===== src/rtl/adc_pkg.sv =====
// Shared definitions for the ADC conversion sequencer.
//   seq_state_t        : sequencer FSM states
//   DEFAULT_RESOLUTION : default SAR code width
//   DEFAULT_CHANNELS   : default number of mux inputs per frame
package adc_pkg;

    localparam int DEFAULT_RESOLUTION = 8;
    localparam int DEFAULT_CHANNELS   = 4;

    typedef enum logic [2:0] {
        IDLE,
        SETTLE,
        CONVERT,
        RELEASE,
        DRAIN
    } seq_state_t;

endpackage


===== src/rtl/cycle_timer.sv =====
// Saturating cycle counter used for the mux settle delay and the SAR timeout.
// While `run` is low the count is held at 0. While `run` is high it counts
// one step per cycle up to LIMIT-1 and then holds there. `expired` is high
// during the LIMIT-th cycle of a run and stays high while the run continues.
//   clk     in  clock, rising edge
//   reset   in  asynchronous active-low reset
//   run     in  count enable; low clears the count
//   expired out count has reached LIMIT-1
module cycle_timer #(
    parameter int LIMIT = 2
) (
    input  logic clk,
    input  logic reset,
    input  logic run,
    output logic expired
);

    localparam int            W    = $clog2(LIMIT) + 1;
    localparam logic [W-1:0]  LAST = W'(LIMIT - 1);

    logic [W-1:0] count;

    always_ff @(posedge clk or negedge reset) begin
        if (!reset) begin
            count <= '0;
        end else if (!run) begin
            count <= '0;
        end else if (count != LAST) begin
            count <= count + W'(1);
        end
    end

    assign expired = run && (count == LAST);

endmodule


===== src/rtl/adc_conversion_sequencer.sv =====
// Frame sequencer for a per-column SAR ADC. One accepted `start` walks the
// analog mux over all channels: settle, request a conversion, capture the
// code (or a zero error word on timeout), complete the four-phase
// enable/done handshake, then move on. Words leave through a single-entry
// valid/ready output register; the next conversion is not requested until
// that register is free, so backpressure never drops a word.
//   clk, reset            clock / asynchronous active-low reset
//   start                 frame request, honoured only in IDLE
//   busy, frame_done      frame in progress / end-of-frame pulse
//   channel_select        analog mux select
//   adc_enable, adc_done  SAR handshake; adc_result valid while adc_done
//   out_valid/out_ready   output stream handshake
//   out_data, out_channel captured code and its channel
//   out_error             word produced by a timeout
//   error_sticky          any timeout since the last accepted start
module adc_conversion_sequencer
    import adc_pkg::*;
#(
    parameter int resolution     = DEFAULT_RESOLUTION,
    parameter int channels       = DEFAULT_CHANNELS,
    parameter int settle_cycles  = 2,
    parameter int timeout_cycles = 64
) (
    input  logic                        clk,
    input  logic                        reset,
    input  logic                        start,
    output logic                        busy,
    output logic                        frame_done,
    output logic [$clog2(channels)-1:0] channel_select,
    output logic                        adc_enable,
    input  logic                        adc_done,
    input  logic [resolution-1:0]       adc_result,
    output logic                        out_valid,
    input  logic                        out_ready,
    output logic [resolution-1:0]       out_data,
    output logic [$clog2(channels)-1:0] out_channel,
    output logic                        out_error,
    output logic                        error_sticky
);

    localparam int               CH_W    = $clog2(channels);
    localparam logic [CH_W-1:0]  LAST_CH = CH_W'(channels - 1);

    seq_state_t state, state_next;

    logic settle_expired;
    logic timeout_expired;
    logic accept;
    logic reg_free;
    logic last_ch;
    logic capture;
    logic advance;
    logic end_frame;

    assign accept   = out_valid && out_ready;
    // Register is usable next cycle if empty now or being drained this edge.
    assign reg_free = !out_valid || out_ready;
    assign last_ch  = (channel_select == LAST_CH);
    // Done wins over a timeout that expires in the same cycle.
    assign capture  = (state == CONVERT) && (adc_done || timeout_expired);
    assign advance  = (state == RELEASE) && !adc_done && !last_ch;

    cycle_timer #(.LIMIT(settle_cycles)) u_settle_timer (
        .clk     (clk),
        .reset   (reset),
        .run     (state == SETTLE),
        .expired (settle_expired)
    );

    cycle_timer #(.LIMIT(timeout_cycles)) u_timeout_timer (
        .clk     (clk),
        .reset   (reset),
        .run     (state == CONVERT),
        .expired (timeout_expired)
    );

    // State register.
    always_ff @(posedge clk or negedge reset) begin
        if (!reset) begin
            state <= IDLE;
        end else begin
            state <= state_next;
        end
    end

    // Next-state logic.
    always_comb begin
        state_next = state;
        end_frame  = 1'b0;
        case (state)
            IDLE: begin
                if (start) state_next = SETTLE;
            end
            SETTLE: begin
                if (settle_expired && reg_free) state_next = CONVERT;
            end
            CONVERT: begin
                if (adc_done || timeout_expired) state_next = RELEASE;
            end
            RELEASE: begin
                if (!adc_done) begin
                    if (!last_ch) begin
                        state_next = SETTLE;
                    end else if (reg_free) begin
                        // Final word already gone or leaving now: DRAIN
                        // would only add a dead cycle before frame_done.
                        state_next = IDLE;
                        end_frame  = 1'b1;
                    end else begin
                        state_next = DRAIN;
                    end
                end
            end
            DRAIN: begin
                if (reg_free) begin
                    state_next = IDLE;
                    end_frame  = 1'b1;
                end
            end
            default: state_next = IDLE;
        endcase
    end

    // State-decoded outputs; both drop immediately on reset.
    always_comb begin
        adc_enable = (state == CONVERT);
        busy       = (state != IDLE);
    end

    // Channel counter, output register, status flags.
    always_ff @(posedge clk or negedge reset) begin
        if (!reset) begin
            channel_select <= '0;
            out_valid      <= 1'b0;
            out_data       <= '0;
            out_channel    <= '0;
            out_error      <= 1'b0;
            error_sticky   <= 1'b0;
            frame_done     <= 1'b0;
        end else begin
            frame_done <= end_frame;

            if ((state == IDLE) && start) begin
                channel_select <= '0;
                error_sticky   <= 1'b0;
            end else if (advance) begin
                channel_select <= channel_select + CH_W'(1);
            end

            if (capture && !adc_done) error_sticky <= 1'b1;

            // CONVERT is only entered with the register free, so a capture
            // never overwrites an unaccepted word.
            if (capture) begin
                out_valid   <= 1'b1;
                out_channel <= channel_select;
                out_data    <= adc_done ? adc_result : '0;
                out_error   <= !adc_done;
            end else if (accept) begin
                out_valid <= 1'b0;
            end
        end
    end

endmodule

===== config.mk =====
export PLATFORM = sky130hd
export DESIGN_NAME = adc_conversion_sequencer
export DESIGN_NICKNAME = d
export VERILOG_FILES = /design/src/rtl/adc_pkg.sv /design/src/rtl/cycle_timer.sv /design/src/rtl/adc_conversion_sequencer.sv
export SDC_FILE = /design/constraint.sdc
export NUM_CORES = 1
export LEC_CHECK = 0
export CAP_MARGIN = 20
export CORE_ASPECT_RATIO = 1.75
export CORE_MARGIN = 2
export CORE_UTILIZATION = 48
export DETAILED_ROUTE_END_ITERATION = 8
export GPL_TIMING_DRIVEN = 0
export PLACE_DENSITY = 0.75
export SLEW_MARGIN = 20
export SYNTH_ARGS = -nofsm -noshare
export SYNTH_HDL_FRONTEND = slang
export SYNTH_SLANG_ARGS = --single-unit

===== constraint.sdc =====
create_clock -name clk -period 2.1 [get_ports clk]
set_clock_uncertainty 0.1 [all_clocks]
set_input_delay 0.42 -clock clk [delete_from_list [all_inputs] [get_ports clk]]
set_output_delay 0.42 -clock clk [all_outputs]
set_load 0.01 [all_outputs]

Word level (Yosys, flattened, before mapping)
Index checks and enable logic that the tools add are counted.
{ "word_totals": {"wordCells": 72, "input_bits": 13, "register_bits": 28} }
{ "op_classes": {"reduce_logical": 20, "mux": 23, "n_addsub": 3, "eq_ne": 16} }
{ "op_table": {"columns": ["op", "n"], "rows": [
  ["two-way mux 3 bit", 7],
  ["case mux 3 bit (5 select lines)", 1],
  ["two-way mux 7 bit", 2],
  ["inequality test 2 bit (second input constant)", 7],
  ["logical AND 1 bit", 9],
  ["two-way mux 2 bit", 4],
  ["two-way mux 8 bit", 1],
  ["adder 7 x 1 -> 7 bit (second input constant)", 1],
  ["equality test 7 x 6 -> 1 bit (second input constant)", 1],
  ["two-way mux 1 bit", 7],
  ["inequality test 7 x 6 -> 1 bit (second input constant)", 1],
  ["equality test 3 x 2 -> 1 bit (second input constant)", 2],
  ["nonzero test 2 bit", 3],
  ["AND reduction 5 bit", 1],
  ["adder 2 x 1 -> 2 bit (second input constant)", 2],
  ["equality test 3 x 1 -> 1 bit (second input constant)", 1],
  ["equality test 3 bit (second input constant)", 1],
  ["logical NOT 1 bit", 3],
  ["logical NOT 3 bit", 1],
  ["nonzero test 3 bit", 1],
  ["equality test 2 x 1 -> 1 bit (second input constant)", 1],
  ["equality test 2 bit (second input constant)", 1],
  ["logical OR 1 bit", 2],
  ["inequality test 2 x 1 -> 1 bit (second input constant)", 1],
  ["case mux 1 bit (2 select lines)", 1]
]} }

Depth between registers and ports, before layout
{ "depth": {"depth_word": 6, "depth_mapped": 8, "depth_no_buf": 5} }

Modules after synthesis
From an unflattened synthesis, not the netlist that was laid out.
{ "hier_totals": {"cells_unflattened": 113, "hier_area_um2": 1306.3} }
{ "by_module_without_submodules": {"columns": ["mod", "cells_each", "area_each_um2", "instances", "seq_area_each_um2"], "rows": [
  ["adc_conversion_sequencer", 67, 839.6, 1, 475.5],
  ["cycle_timer (u_timeout_timer)", 36, 356.6, 1, 175.2],
  ["cycle_timer (u_settle_timer)", 10, 110.1, 1, 50.0]
]} }

Worst setup path after synthesis
Ideal clock, no wire load.
{ "synth_timing": {"path_kind": "reg-to-reg", "start": "register u_timeout_timer.count[0]", "end": "register out_channel[1]", "arrival_time_ps": 1463, "period_less_slack_ps": 1688, "setup_slack_ps": 412, "setup_ps": 125, "stages_incl_launch_ff": 7, "path_cell_list": "dfrtp_1 ha_1 nand2_1 nor3_4 o21ai_2 buf_6 mux2_4"} }
{ "synth_between": {"elab_chain_len": 4} }
{ "synth_lines": {"columns": ["element", "line", "text"], "rows": [
  ["from (decl)", "cycle_timer.sv:21", "logic [W-1:0] count;"],
  ["from (signal assigned)", "cycle_timer.sv:29", "count <= count + W'(1);"],
  ["equality test 7 x 6 -> 1 bit", "cycle_timer.sv:33", "assign expired = run && (count == LAST);"],
  ["logical AND 1 bit", "cycle_timer.sv:33", null],
  ["logical OR 1 bit", "adc_conversion_sequencer.sv:60", "assign capture = (state == CONVERT) && (adc_done || timeout_expired);"],
  ["logical AND 1 bit", "adc_conversion_sequencer.sv:60", null],
  ["to (signal assigned)", "adc_conversion_sequencer.sv:156", "out_channel <= channel_select;"],
  ["to (decl)", "adc_conversion_sequencer.sv:36", "output logic [$clog2(channels)-1:0] out_channel,"]
]} }
No other way between the ends.
A chain may end at the register's enable or synchronous reset.

Worst setup path in the final report
{ "layout_timing": {"start": "register state[2]", "end": "output adc_enable"} }
{ "layout_between": {"elab_chain_len": 1} }
{ "layout_lines": {"columns": ["element", "line", "text"], "rows": [
  ["from (decl)", "adc_conversion_sequencer.sv:44", "seq_state_t state, state_next;"],
  ["from (signal assigned)", "adc_conversion_sequencer.sv:82", "state <= state_next;"],
  ["equality test 3 x 2 -> 1 bit", "adc_conversion_sequencer.sv:126", "adc_enable = (state == CONVERT);"],
  ["to (decl)", "adc_conversion_sequencer.sv:30", "output logic adc_enable,"]
]} }
No other way between the ends.

==> summary.md <==
| Metric | Value |
|---|---|
| Status | `completed` |
| Core area | `around 2500 um2` |
| Hold WC Path Type | `input port to async pin` |
| Die H | `between 70 and 80 um` |
| Gr usage total | `0.192` |
| Internal power | `between 1000 and 1500 uW` |
| H-tree Lvls | `1` |
| Syn avg cell area | `11.5 um2` |
| R2r startpoint | `u_timeout_timer.count[0]` |
| Max Clock Freq | `approximately 490 MHz` |
| Final min period | `slightly above 2 ns` |
| Pwr Total | `between 1500 and 2000 uW` |
| Boundary Pins | `31` |
| Mapped cell area | `1270 um2` |
| Reg2Reg Capture Point | `out_channel[1]` |
| Routed wire per std cell | `between 10 and 15 um` |
| Logic pwr share | `0.409` |
| Post-synth ARST share | `1.00` |
| Worst-case vdd ir drop | `about 0.68 mV` |
| Layout cell share with drive strength beyond 1 | `0.137` |
| Via density | `roughly 5.5` |
| Max-cap check violation count | `0` |
| Die X | `approximately 43 um` |
| Critical path capture point type | `output pin` |
| R2R cell count | `6` |
| GPL Wtd Cong | `roughly 0.86` |
| Final Hold Fails | `0` |
| # hold bufs at CTS | `0` |
| Largest net degree at the start of global routing | `29` |
| Synthesized Nets | `126` |
| CTS tree | `yes` |
| Starting DRC count in detailed routing | `28` |
| Drt pass-1 iters | `4` |
| Reg clk slew, reported paths | `approximately 0.090 ns` |
| Ant. Diodes | `0` |
| Die ar. | `3080 um2` |
| Slew margin rel. | `0.591` |
| Max Slew Vio Count | `0` |
| Worst skew pair latency | `roughly 0.27 ns` |
| Remaining DRCs | `0` |
| Remaining antenna violation count | `0` |
| Synth area leaders | `dfrtp_1, a22o_1, nor2_1, a21oi_1, ha_1` |
| Starting density of the core | `0.508` |
| Top FF cell, synth | `dfrtp_1` |
| Initial antenna violation count | `0` |
| Post-synth EDFFs | `0` |
| Post-DP Area | `1590 um2` |
| Final instance area | `around 1700 um2` |
| Tcrit/Tclk final | `0.969` |
| Layout Nets | `approximately 160` |
| CTS Sinks | `28` |
| Layout fillers | `207` |
| Switching Fraction | `0.314` |
| Static Leak | `around 0.00076 uW` |
| Final WL | `roughly 2.5 mm` |
| #FFs+latches synth | `28` |
| CP Data Required Time | `about 1.6 ns` |
| Number of global-route vias before repair | `~1.0k` |
| Top-area cell type share of the netlist area | `0.553` |
| Max FO, Critical Path | `8` |
| Deepest clock path buffer count | `2` |
| Yosys cell types | `37` |
| Switching pwr | `about 600 uW` |
| Gr ovfl total | `0` |
| RSZ-0062 raised after global routing | `no` |
| Yosys warnings | `0` |
| Clock Power Share | `0.170` |
| Synthesized netlist cell count | `between 100 and 150` |
| Tightest Pin Transition | `~0.6 ns` |
| Rows | `24` |
| Post-DP HPWL | `~1.9 mm` |
| Port buffer count | `30` |
| CTS Buf Count | `3` |
| Root Driver | `clkbuf_8` |
| Cell taking the most area after synthesis | `dfrtp_1` |
| Global-route wire length before repair | `about 4.5 mm` |
| Flop pwr share | `0.421` |
| Register area share after synthesis | `0.553` |
| DR vias | `950` |
| CP startpoint kind | `flip-flop` |
| Cell Pwr Density | `between 1000 and 1500 nW/um2` |
| Critical path class | `flip-flop to output pin` |
| R2R Setup Slk | `approximately 0.23 ns` |
| Worst path arrival time | `1.51 ns` |
| Final setup TNS | `0 ns` |
| Area Overhead vs Synth | `32.6%` |
| Final setup fails | `0` |
registers in the layout, summed over array words and instances, names as in the netlist:
signal / count
channel_select: 2
error_sticky: 1
frame_done: 1
out_channel: 2
out_data: 8
out_error: 1
out_valid: 1
state: 3
u_settle_timer.count: 2
u_timeout_timer.count: 7
per-stage QoR:
| step | instances | setup slack (ns) | util | hold slack, ns |
|---|---|---|---|---|
| floorplan | 110 | 0.412 | - | 0.0244 |
| global placement | 166 | 0.0279 | 0.642 | 0.354 |
| detailed placement | 166 | 0.0114 | 0.640 | 0.362 |
| CTS | 172 | 0.0241 | 0.672 | 0.0721 |
| global route | 172 | 0.00481 | 0.674 | 0.113 |
| finish | 172 | 0.0651 | 0.674 | 0.0531 |
logic make-up after synthesis:
family / after synthesis / share of synthesized area
buffers and inverters: 8 / 0.0435
AOI/OAI and AO/OA: 28 / 0.160
and+or+nand+nor: 36 / 0.156
adders and majority gates: 3 / 0.0296
DFF: 28 / 0.553
xor gates and xnor gates: 3 / 0.0208
muxes: 4 / 0.0366
worst max-delay path by stage:
stage	from	endpoint
final	state[2]	adc_enable
after global routing	state[2]	adc_enable
after CTS	state[2]	adc_enable
after detailed placement	state[2]	adc_enable
after global placement	state[2]	adc_enable
after floorplan	u_timeout_timer.count[0]	out_channel[1]
worst max-delay path, cell delays in order, from the launching register on:
cell and delay [ns]:
dfrtp_2 0.43, nand2b_4 0.15, or2_1 0.22, buf_6 0.14
clkinv_4 0.07, clkdlybuf4s15_1 0.23
power groups by stage:
stage | clock (uW) | sequential, uW | combinational [uW]
after floorplan | 0 | 839 | 361
after global placement | 0 | 792 | 743
after detailed placement | 0 | 801 | 766
after CTS | 337 | 798 | 779
after global routing | 352 | 816 | 858
final | 322 | 797 | 775
cell usage after synthesis (all sizes together) (2+ instances only):
master	n
a21oi	8
nand2b	4
and2	2
buf	4
nor3	5
nor2	12
xor2	2
nand2	7
ha	3
a22o	9
mux2i	2
o21ai	3
mux2	2
inv	3
dfrtp	28
repair_timing:
action	in CTS	in global routing
resized for setup	5	2
setup endpoints to repair	2	1
setup buffers	2	0
pin swaps	1	0
cell type report:
class                           count  area, um2  area share
Tap cell                           26       32.5      0.0194
Multi-Input combinational cell     74        522       0.311
Clock buffer                        4       55.1      0.0328
Sequential cell                    28        702       0.418
Buffer                              4       38.8      0.0231
Timing Repair Buffer               32        309       0.184
Inverter                            4       20.0      0.0119
cells in the final DEF, fill, tap and decap left out, drive strengths merged:
master / netlist / final
nand2: 7 / 7
clkdlybuf4s50: 0 / 27
clkbuf: 0 / 4
or3b: 1 / 1
dlygate4sd2: 0 / 1
nor2: 12 / 12
o211a: 1 / 1
o31ai: 1 / 1
and2: 2 / 2
clkdlybuf4s15: 0 / 1
and4: 1 / 1
mux2i: 2 / 2
o41ai: 1 / 1
a31oi: 1 / 1
a22oi: 1 / 1
dfrtp: 28 / 28
nand3: 1 / 1
xor2: 2 / 2
a21oi: 8 / 8
nand3b: 1 / 1
nand4b: 1 / 1
mux2: 2 / 2
xnor2: 1 / 1
a41oi: 1 / 1
nor3: 5 / 5
inv: 3 / 3
or2: 1 / 1
a22o: 9 / 9
o311ai: 1 / 1
clkinv: 1 / 1
buf: 4 / 7
a211oi: 1 / 1
nand2b: 4 / 4
o21ai: 3 / 3
ha: 3 / 3
per-layer routing:
layer  vias up  track usage  share of wire
li1        462            -              -
met1       463        0.228           0.41
met2        21        0.335           0.54
met3         4       0.0274          0.034
met4         0       0.0868          0.014
met5         -            0              0
Note: power is estimated with default switching activity, not from simulation.
